`src/rtl/cm_loop_ctrl_if.sv`:
```
// Tuple stream between cm_loop_ctrl and its consumer: one index tuple per
// accepted valid/ready beat, with row/frame position flags.
interface cm_loop_ctrl_if #(
    parameter int C_WIDTH = 8
);
    logic               O_valid;
    logic               I_ready;
    logic [C_WIDTH-1:0] O_idx0;
    logic [C_WIDTH-1:0] O_idx1;
    logic [C_WIDTH-1:0] O_idx2;
    logic               O_first;
    logic               O_row_end;
    logic               O_last;

    modport master (
        output O_valid, O_idx0, O_idx1, O_idx2, O_first, O_row_end, O_last,
        input  I_ready
    );

    modport slave (
        input  O_valid, O_idx0, O_idx1, O_idx2, O_first, O_row_end, O_last,
        output I_ready
    );
endinterface

```
`src/rtl/cm_loop_ctrl.sv`:
```
// Three-level nested loop sequencer: walks (idx2, idx1, idx0) with idx0 fastest,
// one tuple per accepted beat, with start/abort/done control.
module cm_loop_ctrl #(
    parameter int C_WIDTH = 8
) (
    input  logic               I_clk,
    input  logic               I_rst_n,
    input  logic               I_start,
    input  logic               I_abort,
    input  logic [C_WIDTH-1:0] I_upper0,
    input  logic [C_WIDTH-1:0] I_upper1,
    input  logic [C_WIDTH-1:0] I_upper2,
    output logic               O_busy,
    output logic               O_done,
    cm_loop_ctrl_if.master     bus
);
    localparam logic [C_WIDTH-1:0] ONE  = C_WIDTH'(1);
    localparam logic [C_WIDTH-1:0] ZERO = '0;

    typedef enum logic [1:0] {
        ST_IDLE,
        ST_RUN,
        ST_DONE
    } state_t;

    state_t             state;
    logic [C_WIDTH-1:0] max0, max1, max2;
    logic [C_WIDTH-1:0] idx0, idx1, idx2;
    logic               valid_r, first_r, row_end_r, last_r, busy_r, done_r;

    logic               wrap0, wrap1;
    logic [C_WIDTH-1:0] nxt0, nxt1, nxt2;
    logic               nxt_row_end, nxt_last;
    logic               any_zero;

    // Next tuple and its position flags, so the flags leave the register
    // already aligned with the indices they describe.
    always_comb begin
        wrap0       = (idx0 == max0);
        wrap1       = (idx1 == max1);
        nxt0        = wrap0 ? ZERO : idx0 + ONE;
        nxt1        = idx1;
        nxt2        = idx2;
        if (wrap0) begin
            nxt1 = wrap1 ? ZERO : idx1 + ONE;
            if (wrap1) begin
                nxt2 = idx2 + ONE;
            end
        end
        nxt_row_end = (nxt0 == max0);
        nxt_last    = (nxt0 == max0) && (nxt1 == max1) && (nxt2 == max2);
        any_zero    = (I_upper0 == ZERO) || (I_upper1 == ZERO) || (I_upper2 == ZERO);
    end

    always_ff @(posedge I_clk or negedge I_rst_n) begin
        if (!I_rst_n) begin
            state     <= ST_IDLE;
            max0      <= '0;
            max1      <= '0;
            max2      <= '0;
            idx0      <= '0;
            idx1      <= '0;
            idx2      <= '0;
            valid_r   <= 1'b0;
            first_r   <= 1'b0;
            row_end_r <= 1'b0;
            last_r    <= 1'b0;
            busy_r    <= 1'b0;
            done_r    <= 1'b0;
        end else if (I_abort) begin
            state     <= ST_IDLE;
            idx0      <= '0;
            idx1      <= '0;
            idx2      <= '0;
            valid_r   <= 1'b0;
            first_r   <= 1'b0;
            row_end_r <= 1'b0;
            last_r    <= 1'b0;
            busy_r    <= 1'b0;
            done_r    <= 1'b0;
        end else begin
            case (state)
                ST_IDLE: begin
                    done_r <= 1'b0;
                    if (I_start) begin
                        max0   <= I_upper0 - ONE;
                        max1   <= I_upper1 - ONE;
                        max2   <= I_upper2 - ONE;
                        idx0   <= '0;
                        idx1   <= '0;
                        idx2   <= '0;
                        busy_r <= 1'b1;
                        if (any_zero) begin
                            state  <= ST_DONE;
                            done_r <= 1'b1;
                        end else begin
                            state     <= ST_RUN;
                            valid_r   <= 1'b1;
                            first_r   <= 1'b1;
                            row_end_r <= (I_upper0 == ONE);
                            last_r    <= (I_upper0 == ONE) && (I_upper1 == ONE) && (I_upper2 == ONE);
                        end
                    end
                end
                ST_RUN: begin
                    if (bus.I_ready) begin
                        if (last_r) begin
                            state     <= ST_DONE;
                            valid_r   <= 1'b0;
                            first_r   <= 1'b0;
                            row_end_r <= 1'b0;
                            last_r    <= 1'b0;
                            done_r    <= 1'b1;
                        end else begin
                            idx0      <= nxt0;
                            idx1      <= nxt1;
                            idx2      <= nxt2;
                            first_r   <= 1'b0;
                            row_end_r <= nxt_row_end;
                            last_r    <= nxt_last;
                        end
                    end
                end
                ST_DONE: begin
                    state  <= ST_IDLE;
                    done_r <= 1'b0;
                    busy_r <= 1'b0;
                end
                default: begin
                    state <= ST_IDLE;
                end
            endcase
        end
    end

    assign bus.O_valid   = valid_r;
    assign bus.O_idx0    = idx0;
    assign bus.O_idx1    = idx1;
    assign bus.O_idx2    = idx2;
    assign bus.O_first   = first_r;
    assign bus.O_row_end = row_end_r;
    assign bus.O_last    = last_r;
    assign O_busy        = busy_r;
    assign O_done        = done_r;
endmodule

```
`src/flat_wrapper.sv`:
```
// flat-port wrapper written by rule: the top's interface ports become plain ports
module cm_loop_ctrl_flat 
#(
    parameter int C_WIDTH = 8
)
  (I_clk, I_rst_n, I_start, I_abort, I_upper0, I_upper1, I_upper2, O_busy, O_done, bus_O_valid, bus_O_idx0, bus_O_idx1, bus_O_idx2, bus_O_first, bus_O_row_end, bus_O_last, bus_I_ready);
  cm_loop_ctrl_if #(.C_WIDTH(C_WIDTH)) bus_i ();
  input  logic I_clk;
  input  logic I_rst_n;
  input  logic I_start;
  input  logic I_abort;
  input  logic [C_WIDTH-1:0] I_upper0;
  input  logic [C_WIDTH-1:0] I_upper1;
  input  logic [C_WIDTH-1:0] I_upper2;
  output logic O_busy;
  output logic O_done;
  output wire logic [$bits(bus_i.O_valid)-1:0] bus_O_valid;
  output wire logic [$bits(bus_i.O_idx0)-1:0] bus_O_idx0;
  output wire logic [$bits(bus_i.O_idx1)-1:0] bus_O_idx1;
  output wire logic [$bits(bus_i.O_idx2)-1:0] bus_O_idx2;
  output wire logic [$bits(bus_i.O_first)-1:0] bus_O_first;
  output wire logic [$bits(bus_i.O_row_end)-1:0] bus_O_row_end;
  output wire logic [$bits(bus_i.O_last)-1:0] bus_O_last;
  input wire logic [$bits(bus_i.I_ready)-1:0] bus_I_ready;
  assign bus_O_valid = bus_i.O_valid;
  assign bus_O_idx0 = bus_i.O_idx0;
  assign bus_O_idx1 = bus_i.O_idx1;
  assign bus_O_idx2 = bus_i.O_idx2;
  assign bus_O_first = bus_i.O_first;
  assign bus_O_row_end = bus_i.O_row_end;
  assign bus_O_last = bus_i.O_last;
  assign bus_i.I_ready = bus_I_ready;
  cm_loop_ctrl #(.C_WIDTH(C_WIDTH)) u_core (.I_clk(I_clk), .I_rst_n(I_rst_n), .I_start(I_start), .I_abort(I_abort), .I_upper0(I_upper0), .I_upper1(I_upper1), .I_upper2(I_upper2), .O_busy(O_busy), .O_done(O_done), .bus(bus_i));
endmodule
```
`config.mk`:
```
export PLATFORM = sky130hd
export DESIGN_NAME = cm_loop_ctrl_flat
export DESIGN_NICKNAME = d
export VERILOG_FILES = /design/src/rtl/cm_loop_ctrl_if.sv /design/src/rtl/cm_loop_ctrl.sv /design/src/flat_wrapper.sv
export SDC_FILE = /design/constraint.sdc
export NUM_CORES = 1
export LEC_CHECK = 0
export CAP_MARGIN = 25
export CORE_ASPECT_RATIO = 1.2
export CORE_MARGIN = 2
export CORE_UTILIZATION = 46
export CTS_BUF_LIST = sky130_fd_sc_hd__clkbuf_4 sky130_fd_sc_hd__clkbuf_8
export CTS_CLUSTER_DIAMETER = 80
export DETAILED_ROUTE_END_ITERATION = 10
export HOLD_SLACK_MARGIN = 0.08
export PLACE_DENSITY = 0.71
export SETUP_SLACK_MARGIN = 0.5
export SLEW_MARGIN = 20
export SYNTH_ARGS = -nofsm -noshare
export SYNTH_HDL_FRONTEND = slang
export SYNTH_SLANG_ARGS = --single-unit
```
`constraint.sdc`:
```
create_clock -name I_clk -period 3 [get_ports I_clk]
set_input_delay 0.45 -clock I_clk [delete_from_list [all_inputs] [get_ports I_clk]]
set_output_delay 0.45 -clock I_clk [all_outputs]
set_load 0.02 [all_outputs]
```
# [Word level (Yosys, flattened, before mapping)]
# Index checks and enable logic that the tools add are counted.
[totals] reg_bits=56 in_bits=29 out_inout_bits=30 elab_cells=109
[op_classes] add_sub_neg=6 n_eq_ne=15 n_mux=54 bitwise_logic=1 n_reduce_logical=20
[ops] operator="8-bit two-way mux" n=15
[ops] operator="8-bit case mux with 2 select lines" n=3
[ops] operator="8-bit equality test" n=5
[ops] operator="8-bit by 1-bit adder with 8-bit output (second input constant)" n=3
[ops] operator="8-bit by 1-bit equality test with 1-bit output (second input constant)" n=3
[ops] operator="8-bit logical NOT" n=3
[ops] operator="1-bit two-way mux" n=24
[ops] operator="8-bit by 1-bit subtractor with 8-bit output (second input constant)" n=3
[ops] operator="3-bit inequality test (second input constant)" n=4
[ops] operator="2-bit two-way mux" n=5
[ops] operator="1-bit case mux with 2 select lines" n=5
[ops] operator="3-bit AND reduction" n=3
[ops] operator="4-bit AND reduction" n=2
[ops] operator="3-bit nonzero test" n=2
[ops] operator="5-bit AND reduction" n=1
[ops] operator="1-bit logical AND" n=4
[ops] operator="2-bit case mux with 2 select lines" n=1
[ops] operator="4-bit nonzero test" n=1
[ops] operator="3-bit by 2-bit inequality test with 1-bit output (second input constant)" n=1
[ops] operator="1-bit case mux with 3 select lines" n=1
[ops] operator="2-bit by 1-bit equality test with 1-bit output (second input constant)" n=1
[ops] operator="2-bit equality test (second input constant)" n=1
[ops] operator="2-bit logical NOT" n=1
[ops] operator="1-bit logical OR" n=2
[ops] operator="2 further kinds" n=2

# [Logic depth before layout (Yosys ltp)]
[logic_depth] word_depth=10 depth_mapped=10 depth_no_buf=9

# [Worst setup path after synthesis]
# No wires, ideal clock.
[synth_path] path_type="register to register" start="reg u_core.idx0[0], in the netlist u_core.bus.O_idx0[0]" end="reg u_core.last_r, in the netlist u_core.bus.O_last" setup_ns=0.077 arrival_time_ns=2.556 required_time_ns=2.923 setup_slack_ns=0.367 path_stages_with_launch=10 path_buffers=0 period_less_slack_ns=2.633 path_cell_list="dfrtp_1 > ha_1 > nand3_1 > xnor2_1 > or3b_2 > a211o_1 > and3_1 > nor4_1 > nand4_1 > o21ai_1"
[synth_via] elab_chain_cells=9 word_cells_on_any_way=14 classes_between="add/sub (1); eq/ne (4); mux (7); reduce/logical (2)"
[synth_lines] element="start, declared" line="cm_loop_ctrl.sv:28" rtl="logic [C_WIDTH-1:0] idx0, idx1, idx2;"
[synth_lines] element="start signal, assigned" line="cm_loop_ctrl.sv:115" rtl="idx0 <= nxt0;"
[synth_lines] element="8-bit by 1-bit adder with 8-bit output or 8-bit equality test (tied branches)" line="cm_loop_ctrl.sv:41, cm_loop_ctrl.sv:39"
[synth_lines] element="8-bit two-way mux (on tied branches)" line="cm_loop_ctrl.sv:41, cm_loop_ctrl.sv:44"
[synth_lines] element="8-bit equality test" line="cm_loop_ctrl.sv:51" rtl="nxt_last = (nxt0 == max0) && (nxt1 == max1) && (nxt2 == max2);"
[synth_lines] element="1-bit logical AND" line="cm_loop_ctrl.sv:51"
[synth_lines] element="1-bit logical AND (*)" line="cm_loop_ctrl.sv:51"
[synth_lines] element="1-bit two-way mux (*)" line="cm_loop_ctrl.sv:107" rtl="if (last_r) begin"
[synth_lines] element="1-bit two-way mux (*)" line="cm_loop_ctrl.sv:106" rtl="if (bus.I_ready) begin"
[synth_lines] element="1-bit case mux with 2 select lines (*)" line="cm_loop_ctrl.sv:82" rtl="case (state)"
[synth_lines] element="1-bit two-way mux (*)" line="cm_loop_ctrl.sv:70" rtl="end else if (I_abort) begin"
[synth_lines] element="end signal, assigned" line="cm_loop_ctrl.sv:101" rtl="last_r <= (I_upper0 == ONE) && (I_upper1 == ONE) && (I_upper2 == ONE);"
[synth_lines] element="end signal, assigned" line="cm_loop_ctrl.sv:120" rtl="last_r <= nxt_last;"
[synth_lines] element="end, declared" line="cm_loop_ctrl.sv:29" rtl="logic valid_r, first_r, row_end_r, last_r, busy_r, done_r;"
# Every way passes the cells marked *; elsewhere a longest branch is shown, timed or not. The select of a mux whose other input is x is not followed.
# A chain may end at the register's enable or synchronous reset.

# [Final worst setup path]
[layout_path] start="reg u_core.idx0[3], in the netlist u_core.bus.O_idx0[3]" end="reg u_core.last_r, in the netlist u_core.bus.O_last"
# Same word-level chain as after synthesis.

==> summary.txt <==
Run status
  – Status: finished, final reports clean

Worst setup path
  – Critical path type: flip-flop to flip-flop
  – Worst path bufs/invs: 1
  – Max stage delay on crit path: 480 ps
  – CP Depth: 9
  – Worst path required time: 3250 ps
  – CP arrival: 2790 ps
  – Slowest-stage cell, CP: dfrtp_2
  – Setup crit end kind: flip-flop
  – Startpoint Class: flip-flop
  – Crit Path Max Fanout: 10
  – Reg2reg path depth: 9
  – Cells along the critical path: xnor2_1 -> nand4_1 -> nor2_2 -> buf_6 -> mux2i_4 -> xnor2_1 -> a2111oi_1 -> nand4_1 -> o21ai_1
  – CP delay by family, top: simple AND/OR/NAND/NOR gates

Timing
  – Worst-margin pin slew: 643.0 ps
  – Hold violation total from the final report: 0
  – Setup violators final: 0
  – Layout Skew: 7.508 ps
  – Final Max Tran Viols: 0
  – Max Clk Rate: 0.3935 GHz
  – Setup_tns: 0 ps
  – Headroom to the max-slew limit: 0.5698
  – Final WS setup: 458.9 ps
  – RSZ-0062 raised after global routing: true
  – Final Cycle Share: 0.8470
  – Fin crit period: 2541 ps

Synth
  – Count of different cell masters after synthesis: 58
  – Syn nets: 519
  – #FFs+latches synth: 56
  – Post-synth EDFFs: 0
  – Ys async rst share: 1.000
  – Sequential element share of the synthesized area: 0.3503
  – Top cells by count, synth: nand2_1 (72), o21ai_0 (59), dfrtp_1 (56), xnor2_1 (34), nor2_1 (31)
  – Count leader, synth: nand2_1
  – Most used DFF post-synth: dfrtp_1
  – Synth area leaders: dfrtp_1 (35%), xnor2_1 (7.4%), o21ai_0 (7.4%)
  – Syn Inst Count: 476
  – Top cell type's share of synthesized area: 0.3503
  – Cell area after synthesis: 4000 um2
  – Mapped Avg Cell Area: 8.404 um2
  – Synth Warn #: 0
  – Cell taking the most area after synthesis: dfrtp_1

Routing
  – DR vias: 3896
  – Iteration-0 DRC Markers: 275
  – DRC Markers: 0
  – Drt first pass iters: 5
  – Vias/cell: 5.772
  – Routed wire length: 11170 um
  – Wire per inst: 16.55 um
  – Final ANT Viol Nets: 0

Global route
  – Gr ovfl total: 0
  – GRT Util Overall: 0.2356
  – First-pass GRT wire length: 17650 um
  – Vias in the first global route: 3696
  – Largest net degree at the start of global routing: 28
  – Initial antenna violation count: 0

Die
  – Initial Utilization: 0.4696
  – Die Y: 106.2 um
  – Core Area: 8518 um2
  – Die Area: 9461 um2
  – Cell Rows: 37
  – Top Ports: 59
  – Die width: 89.13 um

Cells and area
  – Area Growth Syn to Fin: 31.09%
  – Ant diodes: 0
  – Fraction of layout cells with a size suffix above 1: 0.1792
  – # nets final: 600

Clock tree
  – Root buf cell: clkbuf_8
  – Num CTS Buffers: 5
  – CTS tree: built
  – Clk sink count: 56
  – Clock latency on the worst-skew pair: 310 ps
  – CTS Hold Bufs: 0
  – H-tree Lvls: 2
  – Clk slew on worst S/H paths: 100 ps
  – Maximum clock path buffer count: 2

Power and ir drop
  – Lkg Pwr: 0.002103 uW
  – Total Power: 2344 uW
  – Peak supply drop: 269.2 uV
  – Pwr/cell area: 447.0 nW/um2

Run
  – Max-cap violations: 0

Place
  – Port buffer count: 58
  – HPWL after detailed placement: 8065 um
  – GP Congestion: 0.9984
  – Post-Place Worst Slack: 99.49 ps

Min path
  – HP Class: input port to async pin
==> state kept, by name (all words and copies together) (netlist names) <==
| register | count |
|---|---|
| u_core.bus.O_idx0 | 8 |
| u_core.bus.O_idx1 | 8 |
| u_core.bus.O_idx2 | 8 |
| u_core.max0 | 8 |
| u_core.max1 | 8 |
| u_core.max2 | 8 |
| u_core.state | 2 |
| u_core.O_busy | 1 |
| u_core.O_done | 1 |
| u_core.bus.O_first | 1 |
| u_core.bus.O_last | 1 |
| u_core.bus.O_row_end | 1 |
| u_core.bus.O_valid | 1 |
==> per-layer routing <==
layer	routed length, um	track usage
met1	4686	0.3151
met2	5639	0.3889
met3	647	0.03339
met4	197	0.07569
met5	0	0
==> cells by family after synthesis <==
family	after synthesis	synth area share
buf+inv	36	0.03910
simple gates	185	0.2321
xor+xnor	55	0.1276
mux	5	0.01282
flops	56	0.3503
compound gates	125	0.1942
fa+ha+maj	14	0.04379
==> cell type report <==
class                           count  area (um2)
Inverter                           16       60.06
Clock inverter                      2       35.03
Clock buffer                        6       76.32
Multi-Input combinational cell    384        2658
Sequential cell                    56        1419
Fill cell                         762        3274
Tap cell                          117       146.4
Timing Repair Buffer               94       849.6
==> worst register-to-register path, cell delays in order (launching register included) <==
cell	delay, ps
dfrtp_2	480
xnor2_1	280
nand4_1	270
nor2_2	230
buf_6	180
mux2i_4	250
xnor2_1	90
a2111oi_1	390
nand4_1	160
o21ai_1	140
==> cell usage in the layout, fill, tap and decap left out, types with 5 or more instances in the layout <==
master and count:
xor2_1 13, xor2_2 6, clkdlybuf4s50_1 57, o21ai_0 57
ha_1 13, xnor2_1 30, clkbuf_8 5, nor3_1 10
a21oi_1 17, nand4_1 9, nand3_1 19, nor2_1 29
inv_1 16, buf_4 35, dfrtp_2 14, o31ai_1 9
nand2b_1 6, dfrtp_1 42, nand2_1 70
==> path summary, 6_finish.rpt <==
kind,from,to,slack (ps)
worst max-delay path,u_core.bus.O_idx0[3]$_DFFE_PN0P_,u_core.bus.O_last$_DFFE_PN0P_,460
worst min-delay path,I_rst_n,u_core.bus.O_idx2[1]$_DFFE_PN0P_,130
worst max register to register,u_core.bus.O_idx0[3]$_DFFE_PN0P_,u_core.bus.O_last$_DFFE_PN0P_,460
worst min register to register,u_core.max2[0]$_DFFE_PN0P_,u_core.max2[0]$_DFFE_PN0P_,510
max in group asynchronous,I_rst_n,u_core.bus.O_idx0[0]$_DFFE_PN0P_,2200
min in group I_clk,u_core.max2[0]$_DFFE_PN0P_,u_core.max2[0]$_DFFE_PN0P_,510
==> report_power, final <==
group / switching, uW / total [uW] / internal [uW]
Clock: 252 / 509 / 257
Combinational: 432 / 818 / 386
Sequential: 158 / 1020 / 859
Total: 841 / 2340 / 1500
==> per-stage QoR <==
stage	instances	utilization	hold slack [ps]	cell area [um2]
after floorplan	476	-	154.4	4014
after global placement	649	0.5604	487.2	4773
after detailed placement	649	0.5604	494.0	4773
after CTS	663	0.5828	150.1	4965
after global routing	675	0.6156	176.2	5244
final	675	0.6156	134.9	5244
==> repair_timing <==
action                     4_1_cts  5_1_grt
cloned                           0        0
setup endpoints to repair        3        3
resized for setup                9       39
hold endpoints to repair         0        0
buffers inserted                 6       12
pin swaps                        4       20
(Power assumes the default switching activity.)
